**src/rtl/hamming_pkg.sv**
```systemverilog
// Shared types, mode encodings and Hamming helpers for the serial SECDED codec.
// Helpers work on a fixed maximum width; callers zero-pad narrower codewords.
package hamming_pkg;

    localparam int unsigned MaxCw  = 64;
    localparam int unsigned MaxPar = 6;

    localparam logic ModeEnc = 1'b0;
    localparam logic ModeDec = 1'b1;

    typedef enum logic [1:0] {
        StIdle,
        StEncShift,
        StDecShift,
        StDecEval
    } state_e;

    // Codeword position of data bit idx: the idx-th non-power-of-two position from 3 upward.
    function automatic int unsigned data_pos(input int unsigned idx);
        int unsigned pos;
        int unsigned seen;
        pos  = 0;
        seen = 0;
        for (int unsigned p = 1; p < MaxCw; p++) begin
            if ((p & (p - 1)) != 0) begin
                if (seen == idx && pos == 0) begin
                    pos = p;
                end
                seen++;
            end
        end
        return pos;
    endfunction

    // XOR of the indices of all set bits; bit k equals the parity over positions with bit k set.
    function automatic logic [MaxPar-1:0] hamming_syndrome(input logic [MaxCw-1:0] cw);
        logic [MaxPar-1:0] s;
        s = '0;
        for (int p = 1; p < MaxCw; p++) begin
            if (cw[p]) begin
                s = s ^ MaxPar'(p);
            end
        end
        return s;
    endfunction

endpackage

```
**src/rtl/hamming_secded_core.sv**
```systemverilog
// Purely combinational SECDED datapath: encode a data word, and check/correct a codeword.
module hamming_secded_core
    import hamming_pkg::*;
#(
    parameter int unsigned DATA_W = 11,
    parameter int unsigned PAR_W  = 4,
    parameter int unsigned CW_W   = DATA_W + PAR_W + 1
) (
    input  logic [DATA_W-1:0] enc_data_i,
    output logic [CW_W-1:0]   enc_cw_o,
    input  logic [CW_W-1:0]   chk_cw_i,
    output logic [PAR_W-1:0]  chk_syndrome_o,
    output logic [DATA_W-1:0] chk_data_o,
    output logic              chk_corr_o,
    output logic              chk_uncorr_o
);

    logic [MaxCw-1:0]  enc_pad;
    logic [MaxPar-1:0] enc_syn;
    logic [MaxCw-1:0]  chk_pad;
    logic [MaxPar-1:0] chk_syn;
    logic              chk_par;
    logic [CW_W-1:0]   chk_fixed;

    // Syndrome of the data-only word gives the parity bits that cancel it to zero.
    always_comb begin
        enc_pad = '0;
        for (int i = 0; i < DATA_W; i++) begin
            enc_pad[data_pos(i)] = enc_data_i[i];
        end
        enc_syn = hamming_syndrome(enc_pad);
        for (int k = 0; k < PAR_W; k++) begin
            enc_pad[1 << k] = enc_syn[k];
        end
        enc_pad[0] = ^enc_pad;
        enc_cw_o   = enc_pad[CW_W-1:0];
    end

    always_comb begin
        chk_pad                 = '0;
        chk_pad[CW_W-1:0]       = chk_cw_i;
        chk_syn                 = hamming_syndrome(chk_pad);
        chk_par                 = ^chk_cw_i;
        chk_corr_o              = chk_par && (32'(chk_syn) < CW_W);
        chk_uncorr_o            = (!chk_par && (chk_syn != '0)) ||
                                  (chk_par && (32'(chk_syn) >= CW_W));
        chk_syndrome_o          = chk_syn[PAR_W-1:0];
        chk_fixed               = chk_cw_i;
        for (int unsigned p = 0; p < CW_W; p++) begin
            if (chk_corr_o && (32'(chk_syn) == p)) begin
                chk_fixed[p] = ~chk_cw_i[p];
            end
        end
        for (int i = 0; i < DATA_W; i++) begin
            chk_data_o[i] = chk_fixed[data_pos(i)];
        end
    end

endmodule

```
**src/rtl/hamming_secded_serial_codec.sv**
```systemverilog
// Serial SECDED codec: one FSM shifts encoded codewords out or shifts codewords in for checking,
// with saturating corrected/uncorrectable error counters.
module hamming_secded_serial_codec
    import hamming_pkg::*;
#(
    parameter int unsigned DATA_W = 11,
    parameter int unsigned PAR_W  = 4,
    parameter int unsigned CNT_W  = 8
) (
    input  logic              clk_i,
    input  logic              rst_n,
    input  logic              mode_i,
    input  logic              start_i,
    input  logic [DATA_W-1:0] data_in_i,
    input  logic              bit_in_i,
    input  logic              bit_in_valid_i,
    input  logic              cnt_clr_i,
    output logic              busy_o,
    output logic              bit_out_o,
    output logic              bit_out_valid_o,
    output logic [DATA_W-1:0] data_out_o,
    output logic [PAR_W-1:0]  syndrome_o,
    output logic              err_corr_o,
    output logic              err_uncorr_o,
    output logic              done_o,
    output logic [CNT_W-1:0]  corr_cnt_o,
    output logic [CNT_W-1:0]  uncorr_cnt_o
);

    localparam int unsigned CW_W    = DATA_W + PAR_W + 1;
    localparam int unsigned BitCntW = $clog2(CW_W);
    localparam logic [BitCntW-1:0] LastBit = BitCntW'(CW_W - 1);

    if (2 ** PAR_W < DATA_W + PAR_W + 1) begin : g_bad_par_w
        $error("PAR_W too small for DATA_W");
    end
    if (CW_W > MaxCw) begin : g_bad_cw_w
        $error("codeword wider than hamming_pkg::MaxCw");
    end

    state_e              state_q, state_d;
    logic [CW_W-1:0]     shreg_q, shreg_d;
    logic [BitCntW-1:0]  bitcnt_q, bitcnt_d;
    logic [DATA_W-1:0]   data_out_q, data_out_d;
    logic [PAR_W-1:0]    syndrome_q, syndrome_d;
    logic                err_corr_q, err_corr_d;
    logic                err_uncorr_q, err_uncorr_d;
    logic                done_q, done_d;
    logic [CNT_W-1:0]    corr_cnt_q, corr_cnt_d;
    logic [CNT_W-1:0]    uncorr_cnt_q, uncorr_cnt_d;

    logic [CW_W-1:0]     enc_cw;
    logic [PAR_W-1:0]    chk_syndrome;
    logic [DATA_W-1:0]   chk_data;
    logic                chk_corr;
    logic                chk_uncorr;

    hamming_secded_core #(
        .DATA_W (DATA_W),
        .PAR_W  (PAR_W),
        .CW_W   (CW_W)
    ) u_core (
        .enc_data_i     (data_in_i),
        .enc_cw_o       (enc_cw),
        .chk_cw_i       (shreg_q),
        .chk_syndrome_o (chk_syndrome),
        .chk_data_o     (chk_data),
        .chk_corr_o     (chk_corr),
        .chk_uncorr_o   (chk_uncorr)
    );

    always_comb begin
        state_d      = state_q;
        shreg_d      = shreg_q;
        bitcnt_d     = bitcnt_q;
        data_out_d   = data_out_q;
        syndrome_d   = syndrome_q;
        err_corr_d   = err_corr_q;
        err_uncorr_d = err_uncorr_q;
        done_d       = 1'b0;
        corr_cnt_d   = corr_cnt_q;
        uncorr_cnt_d = uncorr_cnt_q;

        unique case (state_q)
            StIdle: begin
                if (start_i) begin
                    bitcnt_d = '0;
                    if (mode_i == ModeEnc) begin
                        shreg_d = enc_cw;
                        state_d = StEncShift;
                    end else begin
                        state_d = StDecShift;
                    end
                end
            end
            StEncShift: begin
                shreg_d  = shreg_q >> 1;
                bitcnt_d = bitcnt_q + 1'b1;
                if (bitcnt_q == LastBit) begin
                    state_d = StIdle;
                end
            end
            StDecShift: begin
                if (bit_in_valid_i) begin
                    shreg_d[bitcnt_q] = bit_in_i;
                    bitcnt_d          = bitcnt_q + 1'b1;
                    if (bitcnt_q == LastBit) begin
                        state_d = StDecEval;
                    end
                end
            end
            StDecEval: begin
                data_out_d   = chk_data;
                syndrome_d   = chk_syndrome;
                err_corr_d   = chk_corr;
                err_uncorr_d = chk_uncorr;
                done_d       = 1'b1;
                state_d      = StIdle;
                if (chk_corr && corr_cnt_q != '1) begin
                    corr_cnt_d = corr_cnt_q + 1'b1;
                end
                if (chk_uncorr && uncorr_cnt_q != '1) begin
                    uncorr_cnt_d = uncorr_cnt_q + 1'b1;
                end
            end
            default: state_d = StIdle;
        endcase

        // A clear in the same cycle as an increment takes priority.
        if (cnt_clr_i) begin
            corr_cnt_d   = '0;
            uncorr_cnt_d = '0;
        end
    end

    always_ff @(posedge clk_i or negedge rst_n) begin
        if (!rst_n) begin
            state_q      <= StIdle;
            shreg_q      <= '0;
            bitcnt_q     <= '0;
            data_out_q   <= '0;
            syndrome_q   <= '0;
            err_corr_q   <= 1'b0;
            err_uncorr_q <= 1'b0;
            done_q       <= 1'b0;
            corr_cnt_q   <= '0;
            uncorr_cnt_q <= '0;
        end else begin
            state_q      <= state_d;
            shreg_q      <= shreg_d;
            bitcnt_q     <= bitcnt_d;
            data_out_q   <= data_out_d;
            syndrome_q   <= syndrome_d;
            err_corr_q   <= err_corr_d;
            err_uncorr_q <= err_uncorr_d;
            done_q       <= done_d;
            corr_cnt_q   <= corr_cnt_d;
            uncorr_cnt_q <= uncorr_cnt_d;
        end
    end

    always_comb begin
        busy_o          = (state_q != StIdle);
        bit_out_valid_o = (state_q == StEncShift);
        bit_out_o       = (state_q == StEncShift) && shreg_q[0];
        // Encode done rides with the last serial bit; decode done comes from the eval register.
        done_o          = done_q || ((state_q == StEncShift) && (bitcnt_q == LastBit));
        data_out_o      = data_out_q;
        syndrome_o      = syndrome_q;
        err_corr_o      = err_corr_q;
        err_uncorr_o    = err_uncorr_q;
        corr_cnt_o      = corr_cnt_q;
        uncorr_cnt_o    = uncorr_cnt_q;
    end

endmodule

```
**config.mk**
```make
export PLATFORM = sky130hd
export DESIGN_NAME = hamming_secded_serial_codec
export DESIGN_NICKNAME = d
export VERILOG_FILES = /design/src/rtl/hamming_pkg.sv /design/src/rtl/hamming_secded_core.sv /design/src/rtl/hamming_secded_serial_codec.sv
export SDC_FILE = /design/constraint.sdc
export NUM_CORES = 1
export LEC_CHECK = 0
export ABC_AREA = 1
export CORE_AREA = 2 2 88 90
export CTS_CLUSTER_DIAMETER = 40
export DETAILED_ROUTE_END_ITERATION = 7
export DIE_AREA = 0 0 90 92
export GPL_TIMING_DRIVEN = 0
export PLACE_DENSITY = 0.81
export SETUP_SLACK_MARGIN = 0.15
export SYNTH_ARGS = -nofsm -noshare
export SYNTH_HDL_FRONTEND = slang
export SYNTH_SLANG_ARGS = --single-unit
export TNS_END_PERCENT = 1
```
**constraint.sdc**
```tcl
create_clock -name clk_i -period 3.11 [get_ports clk_i]
set_clock_uncertainty 0.05 [all_clocks]
set_input_delay 0.933 -clock clk_i [delete_from_list [all_inputs] [get_ports clk_i]]
set_output_delay 0.933 -clock clk_i [all_outputs]
set_load 0.01 [all_outputs]
```
# [After elaboration in Yosys (flattened, before gate mapping)]
# Cells that the tools add are included.
[totals] reg_bits=56 elab_cells=170 output_inout_bits=37
[op_classes] bitwise=35 n_addsub=3 eq_ne=22 n_lt_le_gt_ge=4 n_reduce_logical=36 n_mux=60
[op_table] cell="$mux W4" count=17
[op_table] cell="$reduce_xor A64 Y1" count=1
[op_table] cell="$mux W16" count=3
[op_table] cell="$mux W8" count=6
[op_table] cell="$pmux W16 S3" count=1
[op_table] cell="$eq A6 B4 Y1 const B" count=4
[op_table] cell="$not A3 Y3" count=8
[op_table] cell="$not A2 Y2" count=11
[op_table] cell="$mux W3" count=7
[op_table] cell="$logic_and A1 B1 Y1" count=19
[op_table] cell="$eq A6 B3 Y1 const B" count=3
[op_table] cell="$add A8 B1 Y8 const B" count=2
[op_table] cell="$bwmux W16" count=1
[op_table] cell="$eq A4 B4 Y1 const B" count=4
[op_table] cell="$mux W2" count=8
[op_table] cell="$ne A8 B8 Y1 const B" count=2
[op_table] cell="$reduce_xor A16 Y1" count=1
[op_table] cell="$mux W1" count=14
[op_table] cell="$pmux W4 S3" count=1
[op_table] cell="$not A1 Y1" count=11
[op_table] cell="$ne A2 B2 Y1 const B" count=4
[op_table] cell="$not A4 Y4" count=2
[op_table] cell="$pmux W2 S4" count=1
[op_table] cell="$reduce_and A4 Y1" count=2
[op_table] cell="other kinds (19)" count=27

# [Depth between registers and ports, before layout]
# Gate-level depths: netlist of the first run.
[logic_depth] ltp_word=33 ltp_mapped=14 ltp_nobuf=14

# [Cells and area by module]
# From an unflattened synthesis of the first run, not the netlist that was laid out.
[hier_totals] cells_unflattened=786 area_unflattened_um2=4808.4
[modules_own_cells] mod="hamming_secded_serial_codec" seq_area_each_um2=1401.3 area_per_inst_um2=3539.6 cells_per_inst=511 n_inst=1
[modules_own_cells] mod="hamming_secded_core" seq_area_each_um2=0.0 area_per_inst_um2=1268.7 cells_per_inst=275 n_inst=1

# [Least setup slack after synthesis of the first run]
# Ideal clock, no wire load.
[synth_timing] kind="register to output" startpoint="register state_q[1]" endpoint="output port done_o" slack_ns=0.875 path_stages_with_launch=6 t_required_ns=2.127 arrival_ns=1.252 cell_sequence="dfrtp_1 > inv_1 > ha_1 > inv_1 > clkbuf_1 > o21bai_1"
[synth_via] elab_chain_len=3
[synth_rtl] element="start, declared" line="hamming_secded_serial_codec.sv:41" rtl="state_e state_q, state_d;"
[synth_rtl] element="start signal, assigned" line="hamming_secded_serial_codec.sv:138" rtl="state_q <= StIdle;"
[synth_rtl] element="start signal, assigned" line="hamming_secded_serial_codec.sv:149" rtl="state_q <= state_d;"
[synth_rtl] element="$eq A2 B1 Y1"
[synth_rtl] element="via bit_out_valid_o" line="hamming_secded_serial_codec.sv:20" rtl="output logic bit_out_valid_o,"
[synth_rtl] element="$logic_and A1 B1 Y1" line="hamming_secded_serial_codec.sv:167" rtl="done_o = done_q || ((state_q == StEncShift) && (bitcnt_q == LastBit));"
[synth_rtl] element="$logic_or A1 B1 Y1" line="hamming_secded_serial_codec.sv:167"
[synth_rtl] element="end, declared" line="hamming_secded_serial_codec.sv:25" rtl="output logic done_o,"
# The timed path passes the listed nets, and every way through them passes these cells.

# [Final worst setup path of the first run]
[layout_timing] startpoint="register state_q[1]" endpoint="output port done_o"
[layout_via] elab_chain_len=3
[layout_rtl] element="$eq A2 B1 Y1" line="hamming_secded_serial_codec.sv:167"
[layout_rtl] element="$logic_and A1 B1 Y1" line="hamming_secded_serial_codec.sv:167"
[layout_rtl] element="$logic_or A1 B1 Y1" line="hamming_secded_serial_codec.sv:167"
# No other way between the ends.

==> impl_metrics.toml, run 1 <==
[routing]
drtAntennaViolNets = 0
vias = 4366
drt_wl_total_microns = 11100
drtIter0Drc = 195
drt_pass1_iterations = 5
detail_route.vias_per_cell = 5.53
wl_per_cell_microns = 14.1
drcViolationCount = 0

[synth]
yosysTopAreaCellShare = 0.320
synth_cells = 626
synth_edf_count = 0
syn_nets = 655
synth_area_leaders = "dfrtp_1 32%, nand2_1 18%, nand3_1 5.6%"
synth_area_sq_um = 4380
ys_seq_elements = 56
yosysMostFrequentCell = "nand2_1"
ys_async_sr_fraction = 1.00
ys_types = 42
synth_top_cell_by_area = "dfrtp_1"
ys_top_cells_by_count = "213 x nand2_1, 56 x dfrtp_1, 52 x inv_1, 49 x nand3_1, 49 x o21ai_0"
ys.flop_type = "dfrtp_1"
ys_seq_area_frac = 0.320
yosysWarnings = 0
avgSynthCellArea_sq_um = 7.00

[global_routing]
grt_max_degree = 32
grtUsageTotal = 0.279
grt.overflow.total = 0
grt_first_pass_wirelength_microns = 18900
grt_pass1_vias = 4167
antenna_found_initial = 0

[clock_tree]
htreeDepth = 2
path_clk_slew_ns = 0.10
hold_buffers = 0
numCtsBuffers = 5
clockBufferDepth = 2
cts-root-buf = "clkbuf_8"
cts_tree = "yes"
cts.sinks = 56
clkLatencyLatePin_ns = 0.31

[die]
start_util = 0.588
std_cell_rows = 32
die-area_sq_um = 8280
die_y_microns = 92
io_pins = 55
fp.dieW_microns = 90
core_area_sq_um = 7450

[power]
max-vdd-ir-drop_uv = 696
power_density_nw_per_um2 = 1120
p_total_uw = 5750
leakagePower_uw = 0.00255

[setup_path]
r2r-end = "shreg_q[9]$_DFFE_PN0P_"
path_delay_family = "buffers and inverters"
cp-startpoint = "state_q[1]$_DFFE_PN0P_"
worstSetupPathType = "register to output port"
cp-start-kind = "register"
crit_top_cell = "inv_1"
max_stage_delay_ns = 0.41
r2r_setup_slack_ns = 0.76
cp_data_arrival_time_ns = 1.85
crit_fanout = 10
crit_end = "done_o"
reg2regPathDepth = 10
cp.depth = 6
cp-end-kind = "output port"
cpMaxStageDelayCell = "dfrtp_1"
crit_buf_inv = 4
reg2reg_from = "state_q[0]$_DFFE_PN0P_"
path_cells = "inv_1 > ha_2 > inv_1 > buf_2 > o21bai_1 > clkdlybuf4s15_1"
required_ns = 2.13

[placed_design]
dp_hpwl_microns = 8890
placed_area_sq_um = 5050
gp_congestion = 0.958
io_buffers = 53

[timing]
hold_violations = 0
min_period_over_period = 0.913
fmax_mhz = 352
post-route-min-period_ns = 2.84
worst_slew_pin_slew_ns = 0.596
setup_violations = 0
setup_tns_ns = 0
finalMaxSlewViolations = 0
slew_headroom = 0.603
rsz0062_at_grt = "no"
hold_ws_ns = 0.441

[layout]
synthToLayoutAreaGrowth_pct = 17.5
diodes = 0
design_area_sq_um = 5150
layout.nets = 716
drive_above_1_share = 0.116

[run_status]
run_status = "finished, final reports clean"

[flow_run]
maxCapViolCount = 0

[min_path]
hold_path_class = "register to register"
-- worst min-delay path by stage --
| stage | to | depth (start not counted) | slack, ns | start |
|---|---|---|---|---|
| 3_5_place_dp | data_out_o[9]$_DFFE_PN0P_ | 2 | 0.42 | data_out_o[9]$_DFFE_PN0P_ |
| 4_1_cts | data_out_o[9]$_DFFE_PN0P_ | 2 | 0.44 | data_out_o[9]$_DFFE_PN0P_ |
| 5_1_grt | err_corr_o$_DFFE_PN0P_ | 1 | 0.47 | err_corr_o$_DFFE_PN0P_ |
| 3_3_place_gp | data_out_o[6]$_DFFE_PN0P_ | 2 | 0.41 | data_out_o[6]$_DFFE_PN0P_ |
| 2_1_floorplan | data_out_o[0]$_DFFE_PN0P_ | 2 | 0.47 | data_out_o[0]$_DFFE_PN0P_ |
| 6_report | data_out_o[9]$_DFFE_PN0P_ | 2 | 0.44 | data_out_o[9]$_DFFE_PN0P_ |
-- what timing repair did --
action	4_1_cts	5_1_grt
buffers inserted	0	0
gates cloned	0	0
endpoints found under the setup margin	1	1
gates resized for setup	3	2
-- cell type report --
cell class	instances	area, sq um
well taps	102	128
plain buffers	16	65.1
clock inverters	3	22.5
inverters	72	273
repair buffers	54	546
multi-input cells	482	2640
flip-flops and latches	56	1400
clock buffers	5	68.8
fillers	662	2300
-- tightest hold or removal path, stage by stage, from the launching register on --
cell and delay (ns):
dfrtp_1 0.36, nand2_1 0.06, nand2_1 0.05
-- routing by layer --
metal / GRT usage / up-vias / share of wire
li1: - / 2164 / -
met1: 0.342 / 2038 / 0.43
met2: 0.500 / 148 / 0.50
met3: 0.0435 / 16 / 0.051
met4: 0.0987 / 0 / 0.016
met5: 0 / - / 0
-- cell families after synthesis --
| group | synth area share |
|---|---|
| AOI/OAI and AO/OA | 0.128 |
| xor gates and xnor gates | 0.0440 |
| adders and majority gates | 0.0314 |
| buffers and inverters | 0.0769 |
| DFF | 0.320 |
| and+or+nand+nor | 0.400 |
-- registers in the layout, summed over array words and instances (netlist names) --
register	flops
err_corr_o	1
corr_cnt_o	8
data_out_o	11
uncorr_cnt_o	8
done_q	1
bitcnt_q	4
shreg_q	16
err_uncorr_o	1
state_q	2
syndrome_o	4
-- placed cells by master (no fill, tap or decap), types with 4 or more instances in the layout --
master	n
clkbuf_8	5
clkbuf_1	12
xnor2_1	5
o221ai_1	10
nor2_4	6
a21oi_1	8
a31oi_1	10
o21ai_0	49
buf_2	5
ha_1	10
dfrtp_1	56
nor2_1	27
xor2_1	17
nand3_1	49
o22ai_1	4
nand4_1	14
inv_2	17
nand2_1	213
nand2_2	16
nand2_4	12
clkdlybuf4s50_1	51
inv_1	52
-- power breakdown --
group          switching [uW]  total [uW]  leakage (uW)  internal [uW]
combinational            2710        4090       0.00178           1380
clock                     252         414     0.0000485            162
sequential                257        1250      0.000718            994
-- through the flow --
stage	worst slack, ns	instances	utilization
6_report	0.272	790	0.691
5_1_grt	0.154	790	0.691
4_1_cts	0.238	790	0.691
3_5_place_dp	0.234	782	0.678
3_3_place_gp	-0.607	781	0.676
2_1_floorplan	0.875	626	-
(Power assumes the default switching activity.)
==> run 2: changes to the inputs <==
--- a/config.mk
+++ b/config.mk
@@ -6,12 +6,12 @@
 export NUM_CORES = 1
 export LEC_CHECK = 0
 export ABC_AREA = 1
-export CORE_AREA = 2 2 88 90
+export CORE_AREA = 2 2 96 98
 export CTS_CLUSTER_DIAMETER = 40
 export DETAILED_ROUTE_END_ITERATION = 7
-export DIE_AREA = 0 0 90 92
+export DIE_AREA = 0 0 98 100
 export GPL_TIMING_DRIVEN = 0
-export PLACE_DENSITY = 0.81
+export PLACE_DENSITY = 0.72
 export SETUP_SLACK_MARGIN = 0.15
 export SYNTH_ARGS = -nofsm -noshare
 export SYNTH_HDL_FRONTEND = slang
==> constraint.sdc (replaced) <==
create_clock -name clk_i -period 2.6 [get_ports clk_i]
set_clock_uncertainty 0.05 [all_clocks]
set_input_delay 0.78 -clock clk_i [delete_from_list [all_inputs] [get_ports clk_i]]
set_output_delay 0.78 -clock clk_i [all_outputs]
set_load 0.01 [all_outputs]
==> run 2 against run 1 <==
Net effect:
- combinational power grew 21%
- sequential power rose by 20%
- setup slack worse by 0.13 ns
- largest power group unchanged
==> impl_metrics.toml, run 2 (synthesis results as in run 1) <==
[timing]
setup_tns_ns = 0
hold_violations = 0
min_period_over_period = 0.947
worst_slew_pin_slew_ns = 0.561
finalMaxSlewViolations = 0
slew_headroom = 0.626
setup_violations = 0
post-route-min-period_ns = 2.46
rsz0062_at_grt = "yes"
fmax_mhz = 406

[setup_path]
cpMaxStageDelayCell = "dfrtp_1"
cp_data_arrival_time_ns = 1.63
path_delay_family = "buffers and inverters"
required_ns = 1.77
max_stage_delay_ns = 0.41
crit_fanout = 10
path_cells = "buf_4 > ha_4 > inv_2 > clkbuf_8 > o21bai_4 > clkdlybuf4s15_2"
cp-start-kind = "register"
cp-end-kind = "output port"
worstSetupPathType = "register to output port"
crit_buf_inv = 4

[run_status]
run_status = "finished, final reports clean"

[power]
power_frac_comb = 0.714
pwr-share-seq = 0.217
clkPwrFrac = 0.069
power_density_nw_per_um2 = 1330
power_switching_share = 0.556
leakagePower_uw = 0.00258
switchingPower_uw = 3840
internal-power_uw = 3070
max-vdd-ir-drop_uv = 732

[layout]
layout_commonest_cell = "nand2_1"
drive_above_1_share = 0.126
layout.nets = 718
finalNonFillerCells = 801
diodes = 0
top_register = "shreg_q"
num-fill-cells = 845
design_area_sq_um = 5200
synthToLayoutAreaGrowth_pct = 18.8
final_cell_mix = "213 x nand2_1, 56 x dfrtp_1"
largest_reg_flops = 16

[clock_tree]
cts-root-buf = "clkbuf_8"
cts_tree = "yes"
clockBufferDepth = 2
path_clk_slew_ns = 0.10
htreeDepth = 2
cts.sinks = 56
clkLatencyLatePin_ns = 0.31
numCtsBuffers = 5

[global_routing]
grtUsageTotal = 0.237
antenna_found_initial = 0
grt_pass1_vias = 3882
grt_first_pass_wirelength_microns = 19100
grt.overflow.total = 0
grt_max_degree = 34

[min_path]
hold_path_class = "input pin to asynchronous set/reset pin"

[flow_run]
maxCapViolCount = 0

[routing]
drt_pass1_iterations = 6
detail_route.vias_per_cell = 5.39
drtAntennaViolNets = 0
vias = 4321
drtIter0Drc = 234
drt_wl_total_microns = 11400
wl_per_cell_microns = 14.2
drcViolationCount = 0

[die]
io_pins = 55
core_area_sq_um = 8890
fp.dieW_microns = 98
std_cell_rows = 35
start_util = 0.493
die-area_sq_um = 9800
die_y_microns = 100

[placed_design]
dp_hpwl_microns = 8990
place_inst = 791
placed_area_sq_um = 5060
io_buffers = 53
gp_congestion = 0.927
==> run 2: changes by cell type in the layout (fill, tap and decap cells not counted), moves of 2 or more <==
| cell | delta |
|---|---|
| inv_1 | -3 |
| inv_2 | +3 |
| buf_4 | +2 |
| clkdlybuf4s50_1 | -2 |
==> run 2: cell type report <==
cell class,count,area [sq um],share of cell area
timing repair buffer,56,563,0.108
inverter,72,273,0.0524
tap,111,139,0.0267
buffer,16,75.1,0.0144
sequential,56,1400,0.269
clock buffer,7,76.3,0.0147
clock inverter,1,8.76,0.00168
multi-input combinational,482,2670,0.513
==> run 2: repair_timing <==
item                       in CTS  in global routing
hold buffers                    0                  0
gates resized for setup        11                  6
setup endpoints to repair       4                 14
setup buffers                   1                  1
pin swaps                       1                  0
==> run 2: power by group through the flow <==
| stage | clock network, uW | logic (uW) | registers (uW) |
|---|---|---|---|
| after floorplan | 0 | 3560 | 1520 |
| after global placement | 0 | 4750 | 1490 |
| after detailed placement | 0 | 4840 | 1510 |
| after CTS | 498 | 4880 | 1500 |
| after global routing | 536 | 5460 | 1560 |
| final | 478 | 4930 | 1500 |
==> run 2: stage by stage <==
step	utilization	setup WS, ns	power [uW]	hold WS, ns
finish	0.585	0.137	6900	0.396
floorplan	-	0.518	5080	0.434
detailed placement	0.570	-0.119	6350	0.417
CTS	0.583	0.112	6880	0.409
global placement	0.568	-1.06	6240	0.414
global route	0.585	0.0803	7560	0.414
==> run 2: worst reg2reg max path, delay by kind of cell, from the launching register on <==
family,cells,cell delay [ns]
buf+inv,5,0.85
compound gates,4,0.59
flops,1,0.42
simple gates,1,0.18
fa+ha+maj,1,0.16
==> run 2: path summary, 6_finish.rpt <==
kind	start	endpoint	slack [ns]	depth (start not counted)
max reg2reg	state_q[1]$_DFFE_PN0P_	shreg_q[3]$_DFFE_PN0P_	0.26	11
min reg2reg	data_out_o[0]$_DFFE_PN0P_	data_out_o[0]$_DFFE_PN0P_	0.44	2
max	state_q[0]$_DFFE_PN0P_	done_o	0.14	6
min in group clk_i	data_out_o[0]$_DFFE_PN0P_	data_out_o[0]$_DFFE_PN0P_	0.44	2
min	rst_n	syndrome_o[2]$_DFFE_PN0P_	0.40	1
max in group asynchronous	rst_n	shreg_q[0]$_DFFE_PN0P_	1.52	2
==> run 2: routing by layer <==
metal	up-vias	global-route usage	wire length (microns)
met5	-	0	0
met1	1997	0.323	5100
met4	0	0.0737	235
li1	2174	-	-
met2	131	0.399	5540
met3	19	0.0237	515
==> run 3: changes to the inputs <==
--- a/config.mk
+++ b/config.mk
@@ -10,6 +10,7 @@
 export CTS_CLUSTER_DIAMETER = 40
 export DETAILED_ROUTE_END_ITERATION = 7
 export DIE_AREA = 0 0 98 100
+export GPL_ROUTABILITY_DRIVEN = 0
 export GPL_TIMING_DRIVEN = 0
 export PLACE_DENSITY = 0.72
 export SETUP_SLACK_MARGIN = 0.15
==> run 3 against run 2 <==
Net effect:
- global-route usage shrank 0.70 points
- clock-buffer cell count is the same
- sequential cell count is the same
- highest routed layer unchanged
- final area is essentially flat
- sequential share of layout area is essentially flat
- critical path type unchanged
- maximum frequency grew 0.89%
- via count grew 0.37%
- largest power group unchanged
- first-iteration DRC count shrank 9.0%
- register-to-register slack is essentially flat
- critical path depth is the same
- routed wire length shrank 3.7%
==> impl_metrics.toml, run 3 (synthesis results as in run 1) <==
[run_status]
run_status = "finished, final reports clean"

[routing]
drcViolationCount = 0
vias = 4337
drt_pass1_iterations = 4
wl_per_cell_microns = 13.7
drt_wl_total_microns = 11000
detail_route.vias_per_cell = 5.41
drtAntennaViolNets = 0
drtIter0Drc = 213

[global_routing]
grt_first_pass_wirelength_microns = 18800
grt_max_degree = 32
grtUsageTotal = 0.230
grt.overflow.total = 0
antenna_found_initial = 0
grt_pass1_vias = 4026

[timing]
min_period_over_period = 0.939
post-route-min-period_ns = 2.44
fmax_mhz = 410
setup_violations = 0
finalMaxSlewViolations = 0
slew_headroom = 0.604
rsz0062_at_grt = "yes"
setup_tns_ns = 0
worst_slew_pin_slew_ns = 0.595
hold_violations = 0

[layout]
num-fill-cells = 853
final_cell_mix = "213 x nand2_1, 56 x dfrtp_1"
fin_util = 0.585
layout.nets = 719
largest_reg_flops = 16
diodes = 0
layout_commonest_cell = "nand2_1"
drive_above_1_share = 0.125
top_register = "shreg_q"
synthToLayoutAreaGrowth_pct = 18.7
finalNonFillerCells = 801

[setup_path]
cp-end-kind = "output port"
cpMaxStageDelayCell = "dfrtp_1"
crit_fanout = 10
max_stage_delay_ns = 0.42
required_ns = 1.77
path_cells = "inv_2 > ha_4 > clkinvlp_4 > buf_4 > o21bai_1 > buf_2"
reg2regPathDepth = 11
worstSetupPathType = "register to output port"
cp_data_arrival_time_ns = 1.61
cp-start-kind = "register"

[clock_tree]
path_clk_slew_ns = 0.10
clockBufferDepth = 2
htreeDepth = 2
cts-root-buf = "clkbuf_8"
cts_tree = "yes"
cts.sinks = 56
hold_buffers = 0
clkLatencyLatePin_ns = 0.31
numCtsBuffers = 5

[die]
fp.dieW_microns = 98
io_pins = 55
die-area_sq_um = 9800
std_cell_rows = 35
core_area_sq_um = 8890
start_util = 0.493
die_y_microns = 100

[power]
switchingPower_uw = 3800
clkPwrFrac = 0.074
p_total_uw = 6910
power_frac_comb = 0.710
power_density_nw_per_um2 = 1330
power_switching_share = 0.550
max-vdd-ir-drop_uv = 737
leakagePower_uw = 0.00258
internal-power_uw = 3110
pwr-share-seq = 0.217

[placed_design]
dp_hpwl_microns = 8710
io_buffers = 53
place_inst = 791

[flow_run]
maxCapViolCount = 0

[min_path]
hold_path_class = "input pin to asynchronous set/reset pin"
==> run 3: what timing repair did <==
action / 4_1_cts / 5_1_grt
buffers inserted: 0 / 3
cloned: 0 / 0
pin swaps: 1 / 1
gates resized for setup: 9 / 6
setup endpoints to repair: 4 / 13
==> run 3: path summary, 6_finish.rpt <==
kind | startpoint | end | slack, ns
hold / removal | rst_n | data_out_o[6]$_DFFE_PN0P_ | 0.41
min in group clk_i | data_out_o[2]$_DFFE_PN0P_ | data_out_o[2]$_DFFE_PN0P_ | 0.44
max in group asynchronous | rst_n | corr_cnt_o[6]$_DFFE_PN0P_ | 1.51
setup / recovery | state_q[1]$_DFFE_PN0P_ | done_o | 0.16
hold reg to reg | data_out_o[2]$_DFFE_PN0P_ | data_out_o[2]$_DFFE_PN0P_ | 0.44
setup reg to reg | state_q[0]$_DFFE_PN0P_ | shreg_q[5]$_DFFE_PN0P_ | 0.27
==> run 3: area by class of cell <==
cell class | count | area, sq um | share of cell area
multi-input combinational | 482 | 2650 | 0.510
clock buffer | 7 | 96.3 | 0.0185
inverter | 72 | 277 | 0.0532
tap | 111 | 139 | 0.0267
sequential | 56 | 1400 | 0.270
buffer | 16 | 67.6 | 0.0130
timing repair buffer | 57 | 564 | 0.109
==> run 3: worst max-delay path: cells and delay by family (launching register included) <==
kind,cells,cell delay [ns]
flip-flops,1,0.42
AO/OA/AOI/OAI,1,0.18
buffers and inverters,4,0.53
adder cells (fa/ha/maj),1,0.17
==> run 3: power by group through the flow <==
stage | sequential (uW) | combinational, uW | clock [uW]
6_report | 1500 | 4900 | 508
5_1_grt | 1560 | 5430 | 556
4_1_cts | 1500 | 4830 | 524
3_5_place_dp | 1510 | 4800 | 0
3_3_place_gp | 1490 | 4680 | 0
2_1_floorplan | 1520 | 3560 | 0
==> run 3: metrics by stage <==
| step | area (sq um) | setup slack (ns) | hold WS [ns] |
|---|---|---|---|
| finish | 5200 | 0.159 | 0.411 |
| global route | 5200 | 0.0914 | 0.454 |
| CTS | 5180 | 0.0425 | 0.429 |
| detailed placement | 5060 | -0.129 | 0.418 |
| global placement | 5050 | -1.10 | 0.413 |
| floorplan | 4380 | 0.518 | 0.434 |
==> run 3: layer usage <==
metal | share of wire | global-route usage | wire (microns)
met2 | 0.47 | 0.383 | 5130
met4 | 0.033 | 0.0865 | 362
met1 | 0.44 | 0.302 | 4840
met5 | 0 | 0 | 0
met3 | 0.059 | 0.0376 | 643
